--- src/rtl/ct_clk_pkg.sv ---
// rtl/ct_clk_pkg.sv - shared types and constants for the core clock-gating controller
package ct_clk_pkg;

    // Per-domain gating FSM states
    typedef enum logic [2:0] {
        ST_RUN  = 3'd0,
        ST_HOLD = 3'd1,
        ST_QREQ = 3'd2,
        ST_OFF  = 3'd3,
        ST_WAKE = 3'd4
    } ct_state_e;

    // Default wakeup source indices into wake_src
    localparam int SRC_NORMAL = 0;
    localparam int SRC_INT    = 1;
    localparam int SRC_DBG    = 2;
    localparam int SRC_SNOOP  = 3;
    localparam int SRC_HAD    = 4;
    localparam int SRC_PMP    = 5;
    localparam int SRC_SPARE  = 6;

endpackage

--- src/rtl/ct_clk_icg_cell.sv ---
// rtl/ct_clk_icg_cell.sv - glitch-free latch-based integrated clock gate
module ct_clk_icg_cell (
    input  logic clk_i,
    input  logic rst_i,
    input  logic en_i,
    input  logic se_i,
    output logic gclk_o
);

    logic en_latched;

    // Capture enable only while the clock is low; reset forces the gate open
    always_latch begin
        if (rst_i) begin
            en_latched <= 1'b1;
        end else if (!clk_i) begin
            en_latched <= en_i | se_i;
        end
    end

    assign gclk_o = clk_i & en_latched;

endmodule

--- src/rtl/ct_clk_gate_ctrl.sv ---
// rtl/ct_clk_gate_ctrl.sv - N-domain core clock-gating controller with quiesce handshake
module ct_clk_gate_ctrl
    import ct_clk_pkg::*;
#(
    parameter int N_DOM    = 4,
    parameter int N_SRC    = 7,
    parameter logic [N_DOM*N_SRC-1:0] DOM_SRC_MAP = {N_DOM*N_SRC{1'b1}},
    parameter int CNT_W    = 8,
    parameter int HOLD_CYC = 16,
    parameter int WAKE_CYC = 2
) (
    input  logic             pll_core_clk,
    input  logic             cpurst,
    input  logic [N_SRC-1:0] wake_src,
    input  logic             cp0_xx_core_icg_en,
    input  logic             had_xx_clk_en,
    input  logic [N_DOM-1:0] dom_idle_ack,
    output logic             forever_coreclk,
    output logic [N_DOM-1:0] dom_clk,
    output logic [N_DOM-1:0] dom_quiesce_req,
    output logic [N_DOM-1:0] dom_clk_on
);

    localparam logic [CNT_W-1:0] HOLD_LAST = CNT_W'(HOLD_CYC - 1);
    localparam logic [CNT_W-1:0] WAKE_LAST = CNT_W'(WAKE_CYC - 1);

    // Counter compare values must fit the counter without wrapping
    if (HOLD_CYC < 1 || HOLD_CYC >= (1 << CNT_W)) begin : g_hold_range_err
        $error("ct_clk_gate_ctrl: HOLD_CYC out of range for CNT_W");
    end
    if (WAKE_CYC < 1 || WAKE_CYC >= (1 << CNT_W)) begin : g_wake_range_err
        $error("ct_clk_gate_ctrl: WAKE_CYC out of range for CNT_W");
    end

    assign forever_coreclk = pll_core_clk;

    for (genvar d = 0; d < N_DOM; d++) begin : g_dom
        ct_state_e        state_q, state_d;
        logic [CNT_W-1:0] cnt_q, cnt_d;
        logic             wake;
        logic             gate_en;

        // Force inputs share the normal wake path so they also honour wake settling
        assign wake = (|(wake_src & DOM_SRC_MAP[d*N_SRC +: N_SRC]))
                    | cp0_xx_core_icg_en | had_xx_clk_en;

        // State and hysteresis/settle counter; reset returns the domain to running
        always_ff @(posedge pll_core_clk or posedge cpurst) begin
            if (cpurst) begin
                state_q <= ST_RUN;
                cnt_q   <= '0;
            end else begin
                state_q <= state_d;
                cnt_q   <= cnt_d;
            end
        end

        // Next-state: idle hysteresis, quiesce handshake, then wake settling
        always_comb begin
            state_d = state_q;
            cnt_d   = cnt_q;
            case (state_q)
                ST_RUN: begin
                    if (!wake) begin
                        state_d = ST_HOLD;
                        cnt_d   = '0;
                    end
                end
                ST_HOLD: begin
                    if (wake) begin
                        state_d = ST_RUN;
                    end else if (cnt_q == HOLD_LAST) begin
                        state_d = ST_QREQ;
                    end else begin
                        cnt_d = cnt_q + 1'b1;
                    end
                end
                ST_QREQ: begin
                    // A late wake beats the ack so the domain is never gated under it
                    if (wake) begin
                        state_d = ST_RUN;
                    end else if (dom_idle_ack[d]) begin
                        state_d = ST_OFF;
                    end
                end
                ST_OFF: begin
                    if (wake) begin
                        state_d = ST_WAKE;
                        cnt_d   = '0;
                    end
                end
                ST_WAKE: begin
                    // Settling always completes; a lost wake is handled from RUN
                    if (cnt_q == WAKE_LAST) begin
                        state_d = ST_RUN;
                    end else begin
                        cnt_d = cnt_q + 1'b1;
                    end
                end
                default: begin
                    state_d = ST_RUN;
                    cnt_d   = '0;
                end
            endcase
        end

        assign gate_en            = (state_q != ST_OFF);
        assign dom_clk_on[d]      = (state_q == ST_RUN) || (state_q == ST_HOLD)
                                 || (state_q == ST_QREQ);
        assign dom_quiesce_req[d] = (state_q == ST_QREQ);

        ct_clk_icg_cell u_icg (
            .clk_i  (pll_core_clk),
            .rst_i  (cpurst),
            .en_i   (gate_en),
            .se_i   (1'b0),
            .gclk_o (dom_clk[d])
        );
    end

endmodule

--- config.mk ---
export PLATFORM = sky130hd
export DESIGN_NAME = ct_clk_gate_ctrl
export DESIGN_NICKNAME = d
export VERILOG_FILES = /design/src/rtl/ct_clk_pkg.sv /design/src/rtl/ct_clk_icg_cell.sv /design/src/rtl/ct_clk_gate_ctrl.sv
export SDC_FILE = /design/constraint.sdc
export NUM_CORES = 1
export LEC_CHECK = 0
export CAP_MARGIN = 10
export CORE_ASPECT_RATIO = 1.1
export CORE_MARGIN = 5
export CORE_UTILIZATION = 25
export CTS_BUF_LIST = sky130_fd_sc_hd__clkbuf_16
export CTS_CLUSTER_SIZE = 30
export DETAILED_ROUTE_END_ITERATION = 10
export PLACE_DENSITY_LB_ADDON = 0.08
export RECOVER_POWER = 25
export SLEW_MARGIN = 10
export SYNTH_ARGS = -nofsm -noshare
export SYNTH_HDL_FRONTEND = slang
export SYNTH_HIERARCHICAL = 1
export SYNTH_SLANG_ARGS = --single-unit
export TNS_END_PERCENT = 100
--- constraint.sdc ---
create_clock -name pll_core_clk -period 2.8 [get_ports pll_core_clk]
set_input_delay 0.56 -clock pll_core_clk [delete_from_list [all_inputs] [get_ports pll_core_clk]]
set_output_delay 0.56 -clock pll_core_clk [all_outputs]
set_load 0.05 [all_outputs]
==> results of run 1 <==
==> cell families after synthesis <==
kind of cell | Yosys count | synth area share, %
and+or+nand+nor | 125 | 24.7
DFF | 44 | 38.8
adders and majority gates | 8 | 3.53
latches | 4 | 2.12
AOI/OAI and AO/OA | 94 | 23.0
buffers and inverters | 28 | 4.54
muxes | 5 | 1.94
other | 1 | 0.132
xor gates and xnor gates | 4 | 1.23
==> cell usage in the layout (no fill, tap or decap), types with 3 or more instances in the layout <==
cell              n
ha_1              8
nor4_1            7
nand2b_1         17
clkbuf_1          6
dlygate4sd3_1     3
buf_8             4
and3_1           14
or4_1             3
mux2_2            3
o31ai_1           4
dfrtp_1          44
nor2_1           22
and2_4            4
o21ai_1           4
nor3_1            7
clkinv_1          3
nor3b_1           4
a41oi_1           3
or3_1             9
clkbuf_16        10
conb_1            4
buf_4            14
nand2_1          15
a31oi_1          15
clkdlybuf4s50_1  21
nand3b_1          3
dlxtp_1           4
a21oi_1          19
nand3_1           8
o21ai_0          25
and2_1            3
inv_1            12
nand4_1           4
==> flip-flops by register name (all words and copies together) (netlist names) <==
register                flops
g_dom.state_q              12
g_dom.u_icg/en_latched      4
g_dom.cnt_q                32
==> worst min-delay path by stage <==
stage | endpoint | cells after the start | from | slack (ps)
after floorplan | clock gate | 0 | cpurst | -840
after global placement | clock gate | 1 | cpurst | -290
after detailed placement | clock gate | 1 | cpurst | -290
after CTS | g_dom[1].cnt_q[7]$_DFFE_PP0P_ | 1 | g_dom[1].cnt_q[7]$_DFFE_PP0P_ | 480
after global routing | g_dom[1].cnt_q[7]$_DFFE_PP0P_ | 1 | g_dom[1].cnt_q[7]$_DFFE_PP0P_ | 510
final | g_dom[1].cnt_q[7]$_DFFE_PP0P_ | 1 | g_dom[1].cnt_q[7]$_DFFE_PP0P_ | 480
==> power groups by stage <==
| stage | registers, W | clock network [W] | logic, W |
|---|---|---|---|
| 3_3_place_gp | 0.000679 | 0.000463 | 0.0000640 |
| 6_report | 0.000666 | 0.00169 | 0.0000619 |
| 4_1_cts | 0.000666 | 0.00174 | 0.0000664 |
| 5_1_grt | 0.000667 | 0.00178 | 0.0000720 |
| 2_1_floorplan | 0.000677 | 0.000350 | 0.0000279 |
| 3_5_place_dp | 0.000679 | 0.000463 | 0.0000637 |
==> area by class of cell <==
type	count	area, sq um	area share, %
multi-input cells	240	1560	42.2
flip-flops and latches	48	1160	31.4
repair buffers	47	388	10.5
clock buffers	15	319	8.63
well taps	147	184	4.97
inverters	12	45.0	1.22
clock inverters	4	41.3	1.12
==> worst max-delay path: stages, from the launching register on <==
cell and delay, ps:
dlxtp_1 310, and2_4 150, buf_8 140
==> Yosys cell counts (3+ instances only) <==
cell / n / share of area, %
a21oi_1: 19 / 3.4
nand2_1: 15 / 2.0
nand2b_1: 17 / 3.7
nand3_1: 8 / 1.4
nand4_1: 4 / 0.88
and2_1: 7 / 1.5
nor3_1: 6 / 1.1
o21ai_1: 4 / 0.71
a31oi_1: 15 / 3.3
nor4_1: 7 / 1.5
or3_1: 9 / 2.0
nor2_1: 22 / 2.9
nand3b_1: 3 / 0.79
clkbuf_1: 12 / 1.6
and3_1: 14 / 3.1
nor3b_1: 4 / 1.1
o21ai_0: 25 / 4.4
ha_1: 8 / 3.5
mux2_2: 3 / 1.2
dlxtp_1: 4 / 2.1
inv_1: 12 / 1.6
o31ai_1: 4 / 1.1
dfrtp_1: 44 / 39
a41oi_1: 3 / 0.93
==> per-stage QoR <==
step | cells | setup TNS [ps]
5_1_grt | 513 | -2440
3_5_place_dp | 497 | -3970
3_3_place_gp | 497 | -3960
6_report | 513 | -811
4_1_cts | 513 | -882
2_1_floorplan | 316 | 0
==> repair_timing <==
item,in CTS,in global routing
endpoints found under the hold margin,4,0
hold buffers,2,0
setup buffers,0,0
gates resized for setup,37,0
gates cloned,0,0
pin swaps,3,1
endpoints found under the setup margin,9,8
==> layer usage <==
layer  vias up  global-route usage (%)  part of all wire, %
li1       1261                       -                    -
met1      1133                    12.9                   48
met2        70                    17.7                   45
met3        15                    4.07                  4.3
met4         0                    6.39                  2.5
met5         -                       0                    0
==> summary.md, run 1 <==
## Outcome
• result of the run: complete, but fails checks
• violations in the final reports: setup timing

## Worst setup path
• critical path endpoint category: output pin
• critical path data arrival time: 2450 ps
• sort of element at the start of the critical path: latch
• reg2reg path depth: 3
• worst flop-to-flop path endpoint: g_dom[1].u_icg/en_latched$_DLATCH_P_
• worst flop-to-flop path startpoint: g_dom[1].state_q[0]$_DFFE_PP0P_
• maximum fanout count along the critical path: 1
• r2r setup slk: 360 ps
• critical path required time: 2240 ps
• Worst Setup EP: dom_clk[1]
• Setup Crit Path Kind: latch2out
• origin of the worst setup path: g_dom[1].u_icg/en_latched$_DLATCH_P_

## Timing
• setup skew after layout: 8.62 ps
• setup violators final: 8
• pins over their slew limit: 0
• smallest hold slack: 480 ps
• Slew headroom: 51.0%
• Slew @ Worst Pin: 734 ps
• final hold violation count: 0
• RSZ-0062 raised after global routing: true
• setup slack of the critical path after layout: -210 ps

## Power
• fraction of power consumed by sequential logic: 27.6%
• maximum VDD drop: 0.863 mV
• switching share of power: 30.5%
• Internal Power: 0.00168 W
• total power of the final layout: 0.00241 W
• part of the total power dissipated in combinational logic: 2.6%
• Pleak: 1.59 nW
• clock group share of total power: 69.8%
• Pwr per Cell Area: 653 nW/um^2
• net switching power: 0.000737 W

## Run
• total of max-cap violations: 0

## Drt
• DRT Wirelength: 7.10 mm
• first-pass detailed-route iteration total: 4
• initial DRC count: 72
• Vias: 2479
• post-detailed-route count of antenna-violating nets: 0
• routed wirelength normalized by instance count: 13.8 um
• detailed-route vias per instance: 4.83
• DR DRC count: 0

## Finish
• final core area utilization: 33.6%
• count of filler cells inserted in the layout: 1182
• Ant. Diodes: 0
• Total Nets Final: 387
• synthesis-to-finish area growth: 30.3%
• final non-filler cell area: 3700 sq um
• fraction of layout instances using a drive strength above 1: 13.7%

## Placed design
• weighted congestion at the end of routability-driven global placement: 0.709
• Post-DP Area: 3390 sq um
• half-perimeter wire length after placement: 4.94 mm
• IO Port Bufs: 27
• setup slack after placement: -342 ps

## Synth
• Post-Synthesis Cell Area: 2840 sq um
• synthesized instance count: 313
• number of flops mapped to enable cells by yosys: 0
• Ys Warns: 6
• Netlist cell types: 60
• most frequently used flop master after synthesis: dfrtp_1
• average cell area after synthesis: 9.07 sq um
• fraction of registers with async set or reset after synthesis: 91.7%
• Yosys reg bits: 48

## Min path
• hold crit path type: reg2reg

## Floorplanning
• initial core utilization: 25.8%
• Total Die Area: 13600 sq um
• Top Ports: 28
• chip width: 112 um
• die height: 122 um
• area of the core region: 11000 sq um
• num rows: 40

## Global routing
• first-pass GRT wire length: 12.0 mm
• total global routing track utilization: 11.1%
• Overflow after GRT: 0
• number of antenna violations at the first check in global routing: 0
• via count of the first global-routing pass: 2559
• largest net degree at the start of global routing: 24

## Clock tree
• clk slew on worst S/H paths: 70 ps
• Skew-Pair Late Insertion Delay: 400 ps
• CTS tree: yes

Power figures use the tool's default switching activity.
==> run 2, diff against run 1 <==
- CORE_ASPECT_RATIO: 1.1 -> unset
- CTS_CLUSTER_DIAMETER: unset -> 200
==> summary.md, run 2 (synthesis results as in run 1) <==
## Outcome
• result of the run: complete, but fails checks, unchanged
• violations in the final reports: setup timing, unchanged

## Worst setup path
• critical path required time: 2240 ps, about the same
• critical path endpoint category: output pin, unchanged
• total buffers and inverters traversed by the critical path: 1, unchanged
• maximum fanout count along the critical path: 1, unchanged
• critical-path cell list: and2_4, buf_8, unchanged
• origin of the worst setup path: g_dom[2].u_icg/en_latched$_DLATCH_P_, was g_dom[1].u_icg/en_latched$_DLATCH_P_
• r2r setup slk: 270 ps, was 360 ps
• slowest stage cell, crit path: dlxtp_1, unchanged
• critical path data arrival time: 2350 ps, was 2450 ps
• sort of element at the start of the critical path: latch, unchanged
• Largest stage delay, worst path: 320 ps, was 310 ps
• reg2reg path depth: 3, unchanged
• kind of cell adding the most delay to the critical path: latches, unchanged
• worst flop-to-flop path startpoint: g_dom[1].state_q[0]$_DFFE_PP0P_, unchanged
• Setup Crit Path Kind: latch2out, unchanged
• worst flop-to-flop path endpoint: g_dom[1].u_icg/en_latched$_DLATCH_P_, unchanged

## Global routing
• total global routing track utilization: 11.5%, was 11.1%
• number of antenna violations at the first check in global routing: 0, unchanged
• via count of the first global-routing pass: 2605, was 2559
• Overflow after GRT: 0, unchanged
• largest net degree at the start of global routing: 25, was 24
• first-pass GRT wire length: 12.4 mm, was 12.0 mm

## Placed design
• IO Port Bufs: 27, unchanged
• half-perimeter wire length after placement: 5.03 mm, was 4.94 mm
• weighted congestion at the end of routability-driven global placement: 0.753, was 0.709

## Finish
• final core area utilization: 32.5%, was 33.6%
• commonest non-fill, non-tap cell in the layout: dfrtp_1, unchanged
• count of filler cells inserted in the layout: 1182, unchanged
• Largest regs: g_dom.cnt_q: 32 flops, g_dom.state_q: 12 flops, g_dom.u_icg/en_latched: 4 flops, unchanged
• Ant. Diodes: 0, unchanged
• flip-flop count of the largest register, all copies and words added: 32, unchanged
• synthesis-to-finish area growth: 29.1%, was 30.3%
• fraction of layout instances using a drive strength above 1: 14.8%, was 13.7%
• Total Nets Final: 387, unchanged
• register name with the most flops: g_dom.cnt_q, unchanged
• most frequent cells in the layout: 44 x dfrtp_1, 25 x o21ai_0, 22 x nor2_1, 22 x buf_4, 21 x clkdlybuf4s50_1, was 44 x dfrtp_1, 25 x o21ai_0, 22 x nor2_1

## Drt
• post-detailed-route count of antenna-violating nets: 0, unchanged
• initial DRC count: 127, was 72
• detailed-route vias per instance: 4.90, was 4.83
• first-pass detailed-route iteration total: 4, unchanged
• routed wirelength normalized by instance count: 14.2 um, was 13.8 um
• DRT Wirelength: 7.21 mm, was 7.10 mm
• Vias: 2492, was 2479
• DR DRC count: 0, unchanged

## Power
• Pwr per Cell Area: 613 nW/um^2, was 653 nW/um^2
• maximum VDD drop: 0.616 mV, was 0.863 mV
• Pleak: 1.60 nW, was 1.59 nW

## Min path
• hold crit path type: in2gate, was reg2reg
• number of stages on the worst hold path: 3, was 1
• startpoint of the lowest-slack hold path: cpurst, was g_dom[1].cnt_q[7]$_DFFE_PP0P_

## Floorplanning
• area of the core region: 11300 sq um, was 11000 sq um
• num rows: 39, was 40
• Top Ports: 28, unchanged
• Total Die Area: 13600 sq um, about the same
• initial core utilization: 25.2%, was 25.8%
• chip width: 117 um, was 112 um
• die height: 117 um, was 122 um

## Clock tree
• post-CTS setup buffer count: 0, unchanged
• clk slew on worst S/H paths: 50 ps, was 70 ps
• CTS tree: yes, unchanged
• Skew-Pair Late Insertion Delay: 400 ps, about the same

## Timing
• Setup TNS Final: -312 ps, was -811 ps
• Slew @ Worst Pin: 977 ps, was 734 ps
• pins over their slew limit: 0, unchanged
• final hold violation count: 0, unchanged
• setup violators final: 8, unchanged
• Slew headroom: 34.8%, was 51.0%
• RSZ-0062 raised after global routing: true, unchanged
• setup slack of the critical path after layout: -109 ps, was -210 ps
• setup skew after layout: 110 ps, was 8.62 ps

## Run
• total of max-cap violations: 0, unchanged

run 2: worst max-delay path by stage:
stage                             to  depth (start not counted)
final                     dom_clk[2]                          2
after global routing      dom_clk[2]                          2
after CTS                 dom_clk[2]                          2
after detailed placement  dom_clk[1]                          2
after global placement    dom_clk[3]                          2
after floorplan           dom_clk[0]                          1
run 2: through the flow:
stage	power, W	hold WS (ps)	instance area [sq um]	cells	worst slack (ps)
finish	0.00225	247	3660	509	-109
global route	0.00235	291	3660	509	-132
CTS	0.00229	75.0	3670	509	-115
detailed placement	0.00121	-278	3400	495	-345
global placement	0.00121	-280	3400	495	-336
floorplan	0.00106	-840	2850	316	139
run 2: layout make-up:
| class | instances | area, sq um | share of cell area (%) |
|---|---|---|---|
| clock buffer | 14 | 294 | 8.02 |
| sequential | 48 | 1160 | 31.7 |
| inverter | 12 | 45.0 | 1.23 |
| clock inverter | 4 | 15.0 | 0.410 |
| timing repair buffer | 48 | 410 | 11.2 |
| tap | 143 | 179 | 4.88 |
| multi-input combinational | 240 | 1560 | 42.6 |
run 2: metal layers:
metal / up-vias / routed length (um) / GRT usage [%]
met5: - / 0 / 0
met4: 0 / 98 / 3.67
met3: 10 / 371 / 4.25
met2: 54 / 3370 / 18.5
met1: 1165 / 3380 / 14.2
li1: 1263 / - / -
run 2: where the power goes:
part           internal (W)  switching (W)
registers          0.000661     0.00000570
logic             0.0000331      0.0000294
clock network      0.000829       0.000688
run 2: repair_timing:
action | 4_1_cts | 5_1_grt
pin swaps | 4 | 0
gates resized for setup | 35 | 2
endpoints found under the hold margin | 4 | 0
hold buffers | 1 | 0
setup endpoints to repair | 9 | 8
run 2: worst reg2reg max path: stages (launching register included):
cell and delay, ps:
dfrtp_1 450, and2_1 220, nand2_1 90, or3_1 300
==> run 3, diff against run 2 <==
- CTS_BUF_LIST: sky130_fd_sc_hd__clkbuf_16 -> unset
==> summary.md, run 3 (synthesis results as in run 1) <==
## Global routing
• total global routing track utilization: 11.5%, unchanged
• largest net degree at the start of global routing: 25, unchanged
• via count of the first global-routing pass: 2605, unchanged
• Overflow after GRT: 0, unchanged
• first-pass GRT wire length: 12.4 mm, unchanged
• number of antenna violations at the first check in global routing: 0, unchanged

## Worst setup path
• sort of element at the start of the critical path: latch, unchanged
• Setup Crit Path Kind: latch2out, unchanged
• critical path data arrival time: 2350 ps, about the same
• critical path endpoint category: output pin, unchanged
• maximum fanout count along the critical path: 1, unchanged
• critical path required time: 2240 ps, about the same

## Timing
• final hold violation count: 0, unchanged
• RSZ-0062 raised after global routing: true, unchanged
• Slew headroom: 34.8%, about the same
• Slew @ Worst Pin: 977 ps, about the same
• setup skew after layout: 109 ps, was 110 ps
• setup slack of the critical path after layout: -109 ps, about the same
• setup violators final: 8, unchanged
• Setup TNS Final: -311 ps, was -312 ps
• pins over their slew limit: 0, unchanged

## Finish
• Largest regs: g_dom.cnt_q: 32 flops, g_dom.state_q: 12 flops, g_dom.u_icg/en_latched: 4 flops, unchanged
• commonest non-fill, non-tap cell in the layout: dfrtp_1, unchanged
• register name with the most flops: g_dom.cnt_q, unchanged
• footprint of the multi-input gates: 1560 sq um, unchanged
• final non-filler cell area: 3670 sq um, was 3660 sq um
• Total Nets Final: 387, unchanged
• flip-flop count of the largest register, all copies and words added: 32, unchanged
• fraction of layout instances using a drive strength above 1: 15.0%, was 14.8%
• synthesis-to-finish area growth: 29.5%, was 29.1%
• most frequent cells in the layout: 44 x dfrtp_1, 25 x o21ai_0, 22 x nor2_1, 22 x buf_4, 21 x clkdlybuf4s50_1, unchanged
• Layout Cells excl Fill: 509, unchanged
• count of filler cells inserted in the layout: 1181, was 1182
• Ant. Diodes: 0, unchanged
• area of all sequential standard cells: 1160 sq um, unchanged

## Drt
• routed wirelength normalized by instance count: 14.2 um, about the same
• initial DRC count: 127, unchanged
• Vias: 2491, was 2492
• first-pass detailed-route iteration total: 4, unchanged
• detailed-route vias per instance: 4.89, was 4.90
• DRT Wirelength: 7.21 mm, about the same
• post-detailed-route count of antenna-violating nets: 0, unchanged
• DR DRC count: 0, unchanged

## Floorplanning
• area of the core region: 11300 sq um, unchanged
• num rows: 39, unchanged
• chip width: 117 um, unchanged
• Top Ports: 28, unchanged
• Total Die Area: 13600 sq um, unchanged
• initial core utilization: 25.2%, unchanged
• die height: 117 um, unchanged

## Clock tree
• CTS tree: yes, unchanged
• clk slew on worst S/H paths: 50 ps, about the same
• Skew-Pair Late Insertion Delay: 390 ps, was 400 ps

## Power
• maximum VDD drop: 0.617 mV, was 0.616 mV
• Pleak: 1.59 nW, was 1.60 nW
• Pwr per Cell Area: 621 nW/um^2, was 613 nW/um^2

## Min path
• hold crit path type: in2gate, unchanged

## Run
• total of max-cap violations: 0, unchanged

## Placed design
• instance count after placement with tap cells included: 495, unchanged
• IO Port Bufs: 27, unchanged
• Post-DP Area: 3400 sq um, unchanged
• weighted congestion at the end of routability-driven global placement: 0.753, unchanged
• half-perimeter wire length after placement: 5.03 mm, unchanged

## Outcome
• result of the run: complete, but fails checks, unchanged
• violations in the final reports: setup timing, unchanged

-- run 3: per-layer routing --
| metal | share of wire, % | wire, um | GRT usage, % | vias up |
|---|---|---|---|---|
| li1 | - | - | - | 1263 |
| met1 | 46 | 3350 | 14.2 | 1163 |
| met2 | 47 | 3370 | 18.5 | 55 |
| met3 | 5.4 | 386 | 4.25 | 10 |
| met4 | 1.4 | 98 | 3.67 | 0 |
| met5 | 0 | 0 | 0 | - |
-- run 3: worst paths after layout --
path	start	end	cells past startpoint	slack, ps
setup / recovery	g_dom[2].u_icg/en_latched$_DLATCH_P_	dom_clk[2]	2	-110
hold / removal	cpurst	clock gate	3	250
setup reg to reg	g_dom[1].state_q[0]$_DFFE_PP0P_	g_dom[1].u_icg/en_latched$_DLATCH_P_	3	270
hold reg to reg	g_dom[1].cnt_q[7]$_DFFE_PP0P_	g_dom[1].cnt_q[7]$_DFFE_PP0P_	1	480
max in group asynchronous	cpurst	g_dom[1].cnt_q[2]$_DFFE_PP0P_	6	200
max in group gated	cpurst	clock gate	4	870
min in group pll_core_clk	g_dom[1].cnt_q[7]$_DFFE_PP0P_	g_dom[1].cnt_q[7]$_DFFE_PP0P_	1	480
min in group asynchronous	cpurst	g_dom[2].cnt_q[1]$_DFFE_PP0P_	5	1820
-- run 3: through the flow --
step / power [W] / setup WS [ps] / utilization [%] / hold WS [ps]
5_1_grt: 0.00239 / -132 / 32.6 / 292
6_report: 0.00228 / -109 / 32.6 / 248
3_3_place_gp: 0.00121 / -336 / 30.2 / -280
3_5_place_dp: 0.00121 / -345 / 30.2 / -278
2_1_floorplan: 0.00106 / 139 / - / -840
4_1_cts: 0.00233 / -115 / 32.7 / 75.2
-- run 3: what timing repair did --
action	CTS	global route
endpoints found under the hold margin	4	0
gates resized for setup	35	2
pin swaps	4	0
hold buffers	1	0
endpoints found under the setup margin	9	8
setup buffers	0	0
-- run 3: report_power, final --
part           switching [W]  leakage (nW)  internal, W   total, W
registers         0.00000565         0.630     0.000661   0.000666
clock network       0.000686         0.185     0.000868    0.00155
logic              0.0000293         0.776    0.0000331  0.0000625
-- run 3: critical path, stage by stage (launching register included) --
cell and delay [ps]:
dlxtp_1 320, and2_4 160, buf_8 140
-- run 3: area by class of cell --
class | count | share of cell area, %
multi-input combinational | 240 | 42.5
sequential | 48 | 31.6
timing repair buffer | 48 | 11.2
clock buffer | 18 | 8.68
tap | 143 | 4.87
inverter | 12 | 1.23
